### src/rtl/logic_unit_pkg.sv
// Shared definitions for the logic unit: opcode encodings and sweep FSM states.
package logic_unit_pkg;

  localparam logic [2:0] OP_AND     = 3'd0;
  localparam logic [2:0] OP_OR      = 3'd1;
  localparam logic [2:0] OP_NOT     = 3'd2;
  localparam logic [2:0] OP_NAND    = 3'd3;
  localparam logic [2:0] OP_NOR     = 3'd4;
  localparam logic [2:0] OP_XOR     = 3'd5;
  localparam logic [2:0] OP_XNOR    = 3'd6;
  localparam logic [2:0] OP_ILLEGAL = 3'd7;

  // Highest opcode the sweep generator visits.
  localparam logic [2:0] OP_LAST    = OP_XNOR;

  typedef enum logic [1:0] {
    IDLE  = 2'd0,
    SWEEP = 2'd1,
    DRAIN = 2'd2
  } state_e;

endpackage

### src/rtl/logic_unit_comb.sv
// Pure combinational bitwise function block.
// Ports:
//   a, b : WIDTH-bit operands (b unused for NOT)
//   op   : function select
//   y    : bitwise result, zero for the illegal opcode
//   err  : high when op is the illegal opcode
module logic_unit_comb
  import logic_unit_pkg::*;
#(
  parameter int WIDTH = 4
) (
  input  logic [WIDTH-1:0] a,
  input  logic [WIDTH-1:0] b,
  input  logic [2:0]       op,
  output logic [WIDTH-1:0] y,
  output logic             err
);

  always_comb begin
    y   = '0;
    err = 1'b0;
    case (op)
      OP_AND:  y = a & b;
      OP_OR:   y = a | b;
      OP_NOT:  y = ~a;
      OP_NAND: y = ~(a & b);
      OP_NOR:  y = ~(a | b);
      OP_XOR:  y = a ^ b;
      OP_XNOR: y = ~(a ^ b);
      default: err = 1'b1;
    endcase
  end

endmodule

### src/rtl/logic_unit_seq.sv
// Registered bitwise logic unit with valid/ready streaming and a built-in
// exhaustive sweep generator.
//
// state | meaning
// IDLE  | external stream accepted through in_valid/in_ready
// SWEEP | internal counters feed every (op, a, b) combination
// DRAIN | last sweep result loaded, waiting for it to be accepted
//
// Ports:
//   clk, rst_n            : clock, async active-low reset
//   in_valid/in_ready     : external input handshake (a, b, op)
//   mode, start           : start with mode=1 launches a sweep from IDLE
//   out_valid/out_ready   : result handshake (y, out_a, out_b, out_op, out_err)
//   busy                  : sweep in progress (SWEEP or DRAIN)
//   done                  : one-cycle pulse after the last sweep result is taken
module logic_unit_seq
  import logic_unit_pkg::*;
#(
  parameter int WIDTH = 4
) (
  input  logic             clk,
  input  logic             rst_n,
  input  logic             in_valid,
  output logic             in_ready,
  input  logic [WIDTH-1:0] a,
  input  logic [WIDTH-1:0] b,
  input  logic [2:0]       op,
  input  logic             mode,
  input  logic             start,
  output logic             out_valid,
  input  logic             out_ready,
  output logic [WIDTH-1:0] y,
  output logic [WIDTH-1:0] out_a,
  output logic [WIDTH-1:0] out_b,
  output logic [2:0]       out_op,
  output logic             out_err,
  output logic             busy,
  output logic             done
);

  localparam logic [WIDTH-1:0] CNT_MAX = '1;

  state_e           state_q, state_d;
  logic [2:0]       op_c_q, op_c_d;
  logic [WIDTH-1:0] a_c_q, a_c_d;
  logic [WIDTH-1:0] b_c_q, b_c_d;
  logic             out_valid_q, out_valid_d;
  logic [WIDTH-1:0] y_q, y_d;
  logic [WIDTH-1:0] out_a_q, out_a_d;
  logic [WIDTH-1:0] out_b_q, out_b_d;
  logic [2:0]       out_op_q, out_op_d;
  logic             out_err_q, out_err_d;
  logic             busy_q, busy_d;
  logic             done_q, done_d;

  logic             sweep_active;
  logic             src_valid;
  logic             can_load;
  logic             load;
  logic [WIDTH-1:0] src_a, src_b;
  logic [2:0]       src_op;
  logic [WIDTH-1:0] fn_y;
  logic             fn_err;

  always_comb begin
    sweep_active = (state_q == SWEEP);
    src_valid    = sweep_active || ((state_q == IDLE) && in_valid);
    // Output slot is free when empty or being drained this cycle.
    can_load     = !out_valid_q || out_ready;
    load         = src_valid && can_load;
    src_a        = sweep_active ? a_c_q  : a;
    src_b        = sweep_active ? b_c_q  : b;
    src_op       = sweep_active ? op_c_q : op;
  end

  assign in_ready = (state_q == IDLE) && can_load;

  logic_unit_comb #(.WIDTH(WIDTH)) u_comb (
    .a   (src_a),
    .b   (src_b),
    .op  (src_op),
    .y   (fn_y),
    .err (fn_err)
  );

  always_comb begin
    state_d     = state_q;
    op_c_d      = op_c_q;
    a_c_d       = a_c_q;
    b_c_d       = b_c_q;
    busy_d      = busy_q;
    done_d      = 1'b0;
    y_d         = y_q;
    out_a_d     = out_a_q;
    out_b_d     = out_b_q;
    out_op_d    = out_op_q;
    out_err_d   = out_err_q;
    out_valid_d = out_valid_q;

    if (load) begin
      out_valid_d = 1'b1;
      y_d         = fn_y;
      out_a_d     = src_a;
      out_b_d     = src_b;
      out_op_d    = src_op;
      out_err_d   = fn_err;
    end else if (out_ready) begin
      out_valid_d = 1'b0;
    end

    case (state_q)
      IDLE: begin
        if (start && mode) begin
          state_d = SWEEP;
          busy_d  = 1'b1;
          op_c_d  = '0;
          a_c_d   = '0;
          b_c_d   = '0;
        end
      end
      SWEEP: begin
        // Counters only advance on a load, so backpressure never skips a combination.
        if (load) begin
          if (b_c_q == CNT_MAX) begin
            b_c_d = '0;
            if (a_c_q == CNT_MAX) begin
              a_c_d = '0;
              if (op_c_q == OP_LAST) begin
                op_c_d  = '0;
                state_d = DRAIN;
              end else begin
                op_c_d = op_c_q + 3'd1;
              end
            end else begin
              a_c_d = a_c_q + WIDTH'(1);
            end
          end else begin
            b_c_d = b_c_q + WIDTH'(1);
          end
        end
      end
      DRAIN: begin
        if (out_valid_q && out_ready) begin
          state_d = IDLE;
          busy_d  = 1'b0;
          done_d  = 1'b1;
        end
      end
      default: begin
        state_d = IDLE;
        busy_d  = 1'b0;
      end
    endcase
  end

  always_ff @(posedge clk or negedge rst_n) begin
    if (!rst_n) begin
      state_q     <= IDLE;
      op_c_q      <= '0;
      a_c_q       <= '0;
      b_c_q       <= '0;
      busy_q      <= 1'b0;
      done_q      <= 1'b0;
      out_valid_q <= 1'b0;
      y_q         <= '0;
      out_a_q     <= '0;
      out_b_q     <= '0;
      out_op_q    <= '0;
      out_err_q   <= 1'b0;
    end else begin
      state_q     <= state_d;
      op_c_q      <= op_c_d;
      a_c_q       <= a_c_d;
      b_c_q       <= b_c_d;
      busy_q      <= busy_d;
      done_q      <= done_d;
      out_valid_q <= out_valid_d;
      y_q         <= y_d;
      out_a_q     <= out_a_d;
      out_b_q     <= out_b_d;
      out_op_q    <= out_op_d;
      out_err_q   <= out_err_d;
    end
  end

  assign out_valid = out_valid_q;
  assign y         = y_q;
  assign out_a     = out_a_q;
  assign out_b     = out_b_q;
  assign out_op    = out_op_q;
  assign out_err   = out_err_q;
  assign busy      = busy_q;
  assign done      = done_q;

endmodule

### config.mk
export PLATFORM = sky130hd
export DESIGN_NAME = logic_unit_seq
export DESIGN_NICKNAME = d
export VERILOG_FILES = /design/src/rtl/logic_unit_pkg.sv /design/src/rtl/logic_unit_comb.sv /design/src/rtl/logic_unit_seq.sv
export SDC_FILE = /design/constraint.sdc
export NUM_CORES = 1
export LEC_CHECK = 0
export BUFFER_PORTS_ARGS = -buffer_cell sky130_fd_sc_hd__buf_2
export CORE_ASPECT_RATIO = 1.2
export CORE_MARGIN = 2
export CORE_UTILIZATION = 55
export DETAILED_ROUTE_END_ITERATION = 10
export PLACE_DENSITY = 0.89
export SYNTH_ARGS = -nofsm -noshare
export SYNTH_HDL_FRONTEND = slang
export SYNTH_SLANG_ARGS = --single-unit
export TNS_END_PERCENT = 10
### constraint.sdc
create_clock -name clk -period 2.87 [get_ports clk]
set_input_delay 0.7175 -clock clk [delete_from_list [all_inputs] [get_ports clk]]
set_output_delay 0.7175 -clock clk [all_outputs]
set_load 0.1 [all_outputs]
# --- Word-level counts from Yosys, hierarchy flattened ---
# Index checks and enable logic that the tools add are counted.
totals:
  reg_bits: 32
  in_bits: 17
  out_inout_bits: 20
  word_cells: 91
op_classes:
  n_addsub: 3
  eq_ne: 17
  n_mux: 33
  bitwise: 8
  reduce_logical: 18
ops:
  columns: ["cell", "count"]
  rows:
  - ["$mux 4", 8]
  - ["$pmux 4 s7", 1]
  - ["$mux 3", 6]
  - ["$not 4->4", 4]
  - ["$pmux 4 s2", 2]
  - ["$eq 3x3->1 const B", 4]
  - ["$mux 2", 6]
  - ["$ne 2x1->1 const B", 5]
  - ["$add 4x1->4 const B", 2]
  - ["$eq 4x4->1 const B", 2]
  - ["$mux 1", 7]
  - ["$reduce_or 7->1", 1]
  - ["$eq 3x2->1 const B", 2]
  - ["$pmux 2 s3", 1]
  - ["$pmux 3 s2", 1]
  - ["$reduce_and 3->1", 2]
  - ["$reduce_and 6->1", 1]
  - ["$logic_and 1x1->1", 5]
  - ["$reduce_and 5->1", 1]
  - ["$and 4x4->4", 1]
  - ["$or 4x4->4", 1]
  - ["$reduce_and 4->1", 1]
  - ["$reduce_bool 2->1", 2]
  - ["$xor 4x4->4", 1]
  - ["11 further kinds", 12]

# --- Logic depth before layout (Yosys ltp) ---
# Gate-level depths: netlist of run 1.
depth:
  depth_word: 6
  ltp_mapped: 9
  mapped_depth_nobuf: 7

# --- Hierarchy ---
# A second synthesis of run 1 with hierarchy kept.
unflattened:
  hier_cells: 217
  area_unflattened_um2: 2055.7
modules_own_cells:
  columns: ["mod", "instances", "cells_each", "area_each_um2", "seq_area_each_um2"]
  rows:
  - ["logic_unit_seq", 1, 161, 1622.8, 800.8]
  - ["logic_unit_comb", 1, 56, 432.9, 0.0]

# --- Least setup slack after synthesis of run 1 ---
# No wires, ideal clock.
synth_timing:
  path_kind: "reg2out"
  from: "register out_valid_q, in the netlist out_valid"
  to: "output port in_ready"
  arrival_ns: 3.052
  required_ns: 2.152
  path_slack_ns: -0.899
  path_stages_with_launch: 3
  path_buffers: 0
  cell_sequence: "dfrtp_1 > nor2b_4 > nor3_1"
synth_between:
  elab_chain_len: 3
synth_lines:
  columns: ["item", "line", "rtl"]
  rows:
  - ["start: declaration", "logic_unit_seq.sv:47", "logic out_valid_q, out_valid_d;"]
  - ["start signal: assignment", "logic_unit_seq.sv:177", "out_valid_q <= out_valid_d;"]
  - ["$logic_not 1->1", "logic_unit_seq.sv:69", "can_load = !out_valid_q || out_ready;"]
  - ["$logic_or 1x1->1", "logic_unit_seq.sv:69", null]
  - ["$logic_and 1x1->1", "logic_unit_seq.sv:76", "assign in_ready = (state_q == IDLE) && can_load;"]
  - ["end: declaration", "logic_unit_seq.sv:24", "output logic in_ready,"]
# Every way passes these cells.

# --- Worst setup path after layout of run 1 ---
layout_timing:
  from: "register state_q[0]"
  to: "register y_q[1], in the netlist y[1]"
layout_between:
  elab_chain_len: 5
  elab_cells_between_ends: 23
  classes_between: "eq/ne (7); mux (4); bitwise (7); reduce/logical (5)"
layout_lines:
  columns: ["item", "line", "rtl"]
  rows:
  - ["start: declaration", "logic_unit_seq.sv:43", "state_e state_q, state_d;"]
  - ["start signal: assignment", "logic_unit_seq.sv:171", "state_q <= state_d;"]
  - ["$eq 2x1->1", "logic_unit_seq.sv:66", "sweep_active = (state_q == SWEEP);"]
  - ["$mux 4 (on tied branches)", "logic_unit_seq.sv:71, logic_unit_seq.sv:72", null]
  - ["$xor 4x4->4, or another cell as far along", "logic_unit_comb.sv:28, logic_unit_comb.sv:29", null]
  - ["$not 4->4 (on tied branches)", "logic_unit_comb.sv:29, logic_unit_comb.sv:26, logic_unit_comb.sv:27", null]
  - ["$pmux 4 s7", "logic_unit_comb.sv:22", "case (op)"]
  - ["end signal: assignment", "logic_unit_seq.sv:178", "y_q <= y_d;"]
  - ["end: declaration", "logic_unit_seq.sv:48", "logic [WIDTH-1:0] y_q, y_d;"]
# Several ways; a longest one is shown, not always the timed one.
# A chain may end at the register's enable or synchronous reset.

==> implementation parameters, run 1 <==
Parameter                              Value

Layout
  Commonest cells after routing, fill and taps aside ... sky130_fd_sc_hd__buf_2, sky130_fd_sc_hd__nand2_1, sky130_fd_sc_hd__dfrtp_1
  Layout cells sized above 1 ... 0.239
  Register cell area after layout ... 801 um2
  Number of antenna diodes ... 0
  Area delta synth->final ... 16.6%
  Layout Nets ... 293
  Most common cell after layout, fill and taps aside ... sky130_fd_sc_hd__buf_2
  Filler cell count in the final layout ... 291
  Area occupied by multi-input gates ... 0.00115 mm2

Synthesis
  Synth Cell Area ... 0.00204 mm2
  Proportion of register bits with asynchronous set or reset after synthesis ... 1.00
  Main flop type after synthesis ... sky130_fd_sc_hd__dfrtp_1
  Simple-gate share of the synthesized area ... 0.219
  Area contributors post-synth ... sky130_fd_sc_hd__dfrtp_1, sky130_fd_sc_hd__mux2i_1, sky130_fd_sc_hd__nand2_1
  Register bit total from synthesis ... 32
  Top cell type by total area after synthesis ... sky130_fd_sc_hd__dfrtp_1
  Share of synthesized cell area in full adder, half adder and majority cells ... 0.0552
  Compound-cell area share of the yosys netlist ... 0.174
  Post-synthesis xor/xnor area fraction ... 0.00429
  Area fraction of the dominant cell type after synthesis ... 0.392
  Average cell area after synthesis ... 8.95 um2
  Post-synth EDFFs ... 0
  Dominant combinational cell family by area after synthesis ... simple AND/OR/NAND/NOR gates
  Gate count of the mapped netlist ... 228
  Mux share of post-synthesis cell area ... 0.105
  Share of synthesized area occupied by flip-flops and latches ... 0.392
  Count of distinct cell types in the synthesized netlist ... 49
  Yosys synthesis warning count ... 0
  Number of nets in the synthesized netlist ... 254

Floorplan
  Die H ... 70.7 um
  I/O pin cnt ... 37
  Effective utilization at floorplan ... 0.566
  FP Rows ... 24
  Die ar. ... 0.00422 mm2
  Core ar. ... 0.00360 mm2
  Die X ... 59.6 um

Setup path
  Crit path capture type ... flip-flop
  Reg-to-reg slack, setup ... 0.39 ns
  CP top delay family ... compound AO/OA/AOI/OAI gates
  Critical Path Fanout Max ... 7
  Element type at the critical path start ... flip-flop
  Number of buffer and inverter instances along the worst setup path ... 1
  Required arrival time at the worst endpoint ... 3.06 ns
  Arrival time at the worst endpoint ... 2.67 ns
  Standard cell with the maximum stage delay on the critical path ... sky130_fd_sc_hd__a2111oi_0
  Cell chain of the critical path ... nor2b_1, buf_4, mux2i_1, ha_1, a2111oi_0, nor4_1, o32ai_1
  Class of the most critical setup path ... reg -> reg
  Worst path max stage delay ... 0.51 ns

Route
  Antenna Violating Nets Remaining ... 0
  DR DRC count ... 0
  Post-DR vias/cell ... 5.99
  Routed len/inst ... 15.9 um
  Wire length after detailed routing ... 4870 um
  Routed vias ... 1,839
  Starting DRC count in detailed routing ... 135
  Pre-Repair DR Iteration Count ... 4

Timing
  Setup repair after global routing missed its margin ... false
  Setup Total Neg Slack ... 0 ns
  Time the worst path needs with I/O delays and setup ... 2.48 ns
  Clock skew ... 0.00612 ns
  Setup Viol. Count Final ... 0
  Slew Viols, Final ... 0
  Tcrit/Tclk final ... 0.865
  Actual slew at the worst max-slew pin ... 0.716 ns
  Slew Limit Headroom ... 0.522
  Fmax achieved ... 403 MHz
  Endpoints failing hold ... 0

Clock network
  Count of hold-fix buffers inserted at cts ... 0
  Clock Tree Buf Depth ... 2
  CTS tree ... yes
  CTS-repair resized insts ... 0
  Root Buffer ... sky130_fd_sc_hd__clkbuf_8
  Maximum level of the CTS H-tree ... 2
  Clock Pin Slew Worst Setup and Hold Paths ... 0.07 ns
  CTS sink cnt ... 32
  Total CTS buffers ... 5
  Number of buffers added for setup after CTS ... 0
  Clock insertion delay at the later pin of the skew report ... 0.29 ns

Global route
  Wire length of the first global-routing pass ... 8140 um
  Number of global-route vias before repair ... 1,750
  Total global-route track usage ... 0.254
  Initial antenna violation count ... 0
  Global route overflow ... 0
  Maximum number of pins on one net before global-route repair ... 33

Placement
  Routability cong. ... 0.907
  Post-detail-place hpwl ... 3540 um
  Quantity of I/O buffers inserted on ports ... 36

Hold path
  Worst hold path class ... reg -> reg

Flow run
  Maximum capacitance violations ... 0

Outcome
  Outcome ... complete, no violations
==> sequential cells by signal (all words and copies together), names as in the netlist <==
signal     count
busy           1
op_c_q         3
b_c_q          4
out_a          4
y              4
out_err        1
state_q        2
a_c_q          4
out_op         3
out_b          4
out_valid      1
done           1
==> cells in the mapped netlist, types with 2 or more instances <==
cell type                   instances
sky130_fd_sc_hd__mux2i_1           13
sky130_fd_sc_hd__nor2_1            16
sky130_fd_sc_hd__o31ai_1            2
sky130_fd_sc_hd__a211oi_1           4
sky130_fd_sc_hd__o41ai_1            2
sky130_fd_sc_hd__o22ai_1            2
sky130_fd_sc_hd__buf_2              5
sky130_fd_sc_hd__a31oi_1            6
sky130_fd_sc_hd__o21ai_0           22
sky130_fd_sc_hd__nor4_1             3
sky130_fd_sc_hd__or2_2              2
sky130_fd_sc_hd__and3_1             2
sky130_fd_sc_hd__nor3_1             5
sky130_fd_sc_hd__inv_1             13
sky130_fd_sc_hd__nand2_1           34
sky130_fd_sc_hd__dfrtp_1           32
sky130_fd_sc_hd__ha_1               9
sky130_fd_sc_hd__o32ai_1            2
sky130_fd_sc_hd__mux2_2             3
sky130_fd_sc_hd__a2111oi_0          2
sky130_fd_sc_hd__or3_1              4
sky130_fd_sc_hd__nand2b_1           6
sky130_fd_sc_hd__nor4bb_1           2
sky130_fd_sc_hd__nand3_1            4
sky130_fd_sc_hd__a21oi_1            3
sky130_fd_sc_hd__clkbuf_1           7
==> routing by layer <==
| metal | part of all wire | track usage |
|---|---|---|
| met1 | 0.41 | 0.327 |
| met2 | 0.49 | 0.399 |
| met3 | 0.061 | 0.0475 |
| met4 | 0.047 | 0.131 |
| met5 | 0 | 0 |
==> worst reg2reg max path: stages (launching register included) <==
cell                        delay, ns
sky130_fd_sc_hd__dfrtp_1         0.45
sky130_fd_sc_hd__nor2b_1         0.31
sky130_fd_sc_hd__buf_4           0.22
sky130_fd_sc_hd__mux2i_1         0.32
sky130_fd_sc_hd__ha_1            0.30
sky130_fd_sc_hd__a2111oi_0       0.51
sky130_fd_sc_hd__nor4_1          0.12
sky130_fd_sc_hd__o32ai_1         0.14
==> final timing paths <==
kind / cells past startpoint / from / endpoint
max: 7 / state_q[0]$_DFFE_PN0P_ / y[1]$_DFFE_PN0P_
max in group asynchronous: 1 / rst_n / b_c_q[3]$_DFFE_PN0P_
min in group asynchronous: 1 / rst_n / out_a[0]$_DFFE_PN0P_
min reg2reg: 2 / out_a[0]$_DFFE_PN0P_ / out_a[0]$_DFFE_PN0P_
min: 2 / out_a[0]$_DFFE_PN0P_ / out_a[0]$_DFFE_PN0P_
max reg2reg: 7 / state_q[0]$_DFFE_PN0P_ / y[1]$_DFFE_PN0P_
==> stage by stage <==
| step | setup WS [ns] | utilization | hold slack, ns | cells | cell area [um2] |
|---|---|---|---|---|---|
| 2_1_floorplan | 0.387 | - | 0.422 | 228 | 2050 |
| 3_3_place_gp | 0.529 | 0.635 | 0.454 | 299 | 2290 |
| 3_5_place_dp | 0.488 | 0.635 | 0.465 | 299 | 2290 |
| 4_1_cts | 0.472 | 0.660 | 0.479 | 307 | 2380 |
| 5_1_grt | 0.317 | 0.660 | 0.497 | 307 | 2380 |
| 6_report | 0.387 | 0.660 | 0.474 | 307 | 2380 |
==> cells by family after synthesis <==
group	Yosys count
multiplexers	19
flip-flops	32
AO/OA/AOI/OAI	54
AND/OR/NAND/NOR	88
XOR/XNOR	1
buffers and inverters	25
adder cells (fa/ha/maj)	9
==> layout make-up <==
class	instances	area share
multi-input cells	171	0.484
flip-flops and latches	32	0.336
repair buffers	44	0.101
clock buffers	8	0.0379
inverters	13	0.0205
well taps	39	0.0205
Power of run 1 is not shown: default switching activity piles up to over one toggle a cycle in this logic, so the estimate is an artifact.
==> run 2: changes to the inputs <==
--- a/config.mk
+++ b/config.mk
@@ -10,7 +10,7 @@
 export CORE_MARGIN = 2
 export CORE_UTILIZATION = 55
 export DETAILED_ROUTE_END_ITERATION = 10
-export PLACE_DENSITY = 0.89
+export PLACE_DENSITY = 0.79
 export SYNTH_ARGS = -nofsm -noshare
 export SYNTH_HDL_FRONTEND = slang
 export SYNTH_SLANG_ARGS = --single-unit
==> run 2 against run 1 <==
Net effect:
- final area rose by 0.89%
- maximum frequency rose by 3.2%
- highest routed layer unchanged
- first-iteration DRC count fell by 44%
- global-route usage rose by 0.63 points
==> implementation parameters, run 2 (synthesis results as in run 1) <==
Parameter                              Value

Setup path
  Class of the most critical setup path ... reg -> reg
  Element type at the critical path start ... flip-flop
  Reg-to-Reg Start ... state_q[0]$_DFFE_PN0P_
  Endpoint of the lowest-slack register-to-register path ... y[3]$_DFFE_PN0P_
  Crit path capture type ... flip-flop
  Arrival time at the worst endpoint ... 2.55 ns
  CP top delay family ... multiplexers
  Critical Path End ... y[3]$_DFFE_PN0P_
  Required arrival time at the worst endpoint ... 3.02 ns
  Standard cell with the maximum stage delay on the critical path ... sky130_fd_sc_hd__a2111oi_0
  Number of buffer and inverter instances along the worst setup path ... 0
  Reg-to-reg slack, setup ... 0.46 ns
  Critical Path Fanout Max ... 6
  CP startpoint ... state_q[0]$_DFFE_PN0P_
  Length in cells of the worst reg-to-reg path ... 6
  Total number of cells along the worst setup path ... 6
  Worst path max stage delay ... 0.44 ns
  Cell chain of the critical path ... nor2b_1, mux2i_1, ha_1, mux2_2, a2111oi_0, o32ai_1

Route
  Detailed-route wire length on metal 1 ... 2040 um
  Post-DR vias/cell ... 5.93
  Pre-Repair DR Iteration Count ... 4
  Starting DRC count in detailed routing ... 75
  Routed vias ... 1,808
  WL met2 ... 2400 um
  Met3 routed wirelength ... 238 um
  Highest routing layer actually used ... met4
  DR DRC count ... 0
  Routed len/inst ... 16.0 um
  Wire length after detailed routing ... 4870 um
  Antenna Violating Nets Remaining ... 0

Placement
  Quantity of I/O buffers inserted on ports ... 36
  Post-detail-place hpwl ... 3570 um
  Routability cong. ... 0.893

Timing
  Endpoints failing hold ... 0
  Setup repair after global routing missed its margin ... false
  Fmax achieved ... 416 MHz
  Setup Viol. Count Final ... 0
  Actual slew at the worst max-slew pin ... 0.682 ns
  Slew Limit Headroom ... 0.532
  Clock skew ... 0.00504 ns
  Time the worst path needs with I/O delays and setup ... 2.41 ns
  Slew Viols, Final ... 0
  Tcrit/Tclk final ... 0.838
  Setup Total Neg Slack ... 0 ns

Global route
  Initial antenna violation count ... 0
  Global route overflow ... 0
  Total global-route track usage ... 0.260
  Wire length of the first global-routing pass ... 8310 um
  Maximum number of pins on one net before global-route repair ... 33
  Number of global-route vias before repair ... 1,850

Clock network
  Clock Pin Slew Worst Setup and Hold Paths ... 0.07 ns
  Number of buffers added for setup after CTS ... 0
  Count of hold-fix buffers inserted at cts ... 0
  Root Buffer ... sky130_fd_sc_hd__clkbuf_8
  Maximum level of the CTS H-tree ... 2
  CTS-repair resized insts ... 0
  CTS sink cnt ... 32
  CTS tree ... yes
  Total CTS buffers ... 5
  Clock Tree Buf Depth ... 2
  Clock insertion delay at the later pin of the skew report ... 0.29 ns

Layout
  Layout Nets ... 291
  Commonest cells after routing, fill and taps aside ... sky130_fd_sc_hd__buf_2, sky130_fd_sc_hd__nand2_1, sky130_fd_sc_hd__dfrtp_1
  Filler cell count in the final layout ... 321
  Number of antenna diodes ... 0
  Area delta synth->final ... 17.7%
  Most common cell after layout, fill and taps aside ... sky130_fd_sc_hd__buf_2
  Layout cells sized above 1 ... 0.241
  Area occupied by multi-input gates ... 0.00115 mm2
  Register cell area after layout ... 801 um2

Floorplan
  FP Rows ... 24
  Die ar. ... 0.00422 mm2
  Die H ... 70.7 um
  Core ar. ... 0.00360 mm2
  I/O pin cnt ... 37
  Effective utilization at floorplan ... 0.566
  Die X ... 59.6 um

Hold path
  Worst hold path class ... in -> async

Flow run
  Maximum capacitance violations ... 0

Outcome
  Outcome ... complete, no violations
[run 2: cell types whose count changed in the layout (fill, tap and decap cells not counted), sizes merged]
cell	delta
buf	-2
bufinv	+1
clkbuf	-1
[run 2: through the flow]
step | std cells | utilization | area, um2 | setup slack, ns | hold WS, ns
after floorplan | 228 | - | 2050 | 0.387 | 0.422
after global placement | 297 | 0.631 | 2270 | 0.515 | 0.452
after detailed placement | 297 | 0.631 | 2270 | 0.442 | 0.457
after CTS | 305 | 0.666 | 2400 | 0.477 | 0.474
after global routing | 305 | 0.666 | 2400 | 0.268 | 0.503
final | 305 | 0.666 | 2400 | 0.465 | 0.467
[run 2: area by class of cell]
class / count / share of cell area
flip-flops and latches: 32 / 0.334
clock buffers: 7 / 0.0401
repair buffers: 42 / 0.0938
inverters: 13 / 0.0203
clock inverters: 1 / 0.0125
multi-input cells: 171 / 0.479
well taps: 39 / 0.0203
[run 2: routing by layer]
layer,vias up,GRT usage
met3,15,0.0658
met2,50,0.424
li1,892,-
met5,-,0
met4,0,0.151
met1,851,0.302
[run 2: worst min path at each step]
stage | to | startpoint | slack [ns] | cells past startpoint
final | op_c_q[2]$_DFFE_PN0P_ | rst_n | 0.47 | 1
after global routing | out_b[2]$_DFFE_PN0P_ | out_b[2]$_DFFE_PN0P_ | 0.50 | 2
after CTS | out_b[2]$_DFFE_PN0P_ | out_b[2]$_DFFE_PN0P_ | 0.47 | 2
after detailed placement | out_b[2]$_DFFE_PN0P_ | out_b[2]$_DFFE_PN0P_ | 0.46 | 2
after global placement | out_b[2]$_DFFE_PN0P_ | out_b[2]$_DFFE_PN0P_ | 0.45 | 2
after floorplan | a_c_q[0]$_DFFE_PN0P_ | rst_n | 0.42 | 0
Power of run 2 is left out for the same reason.
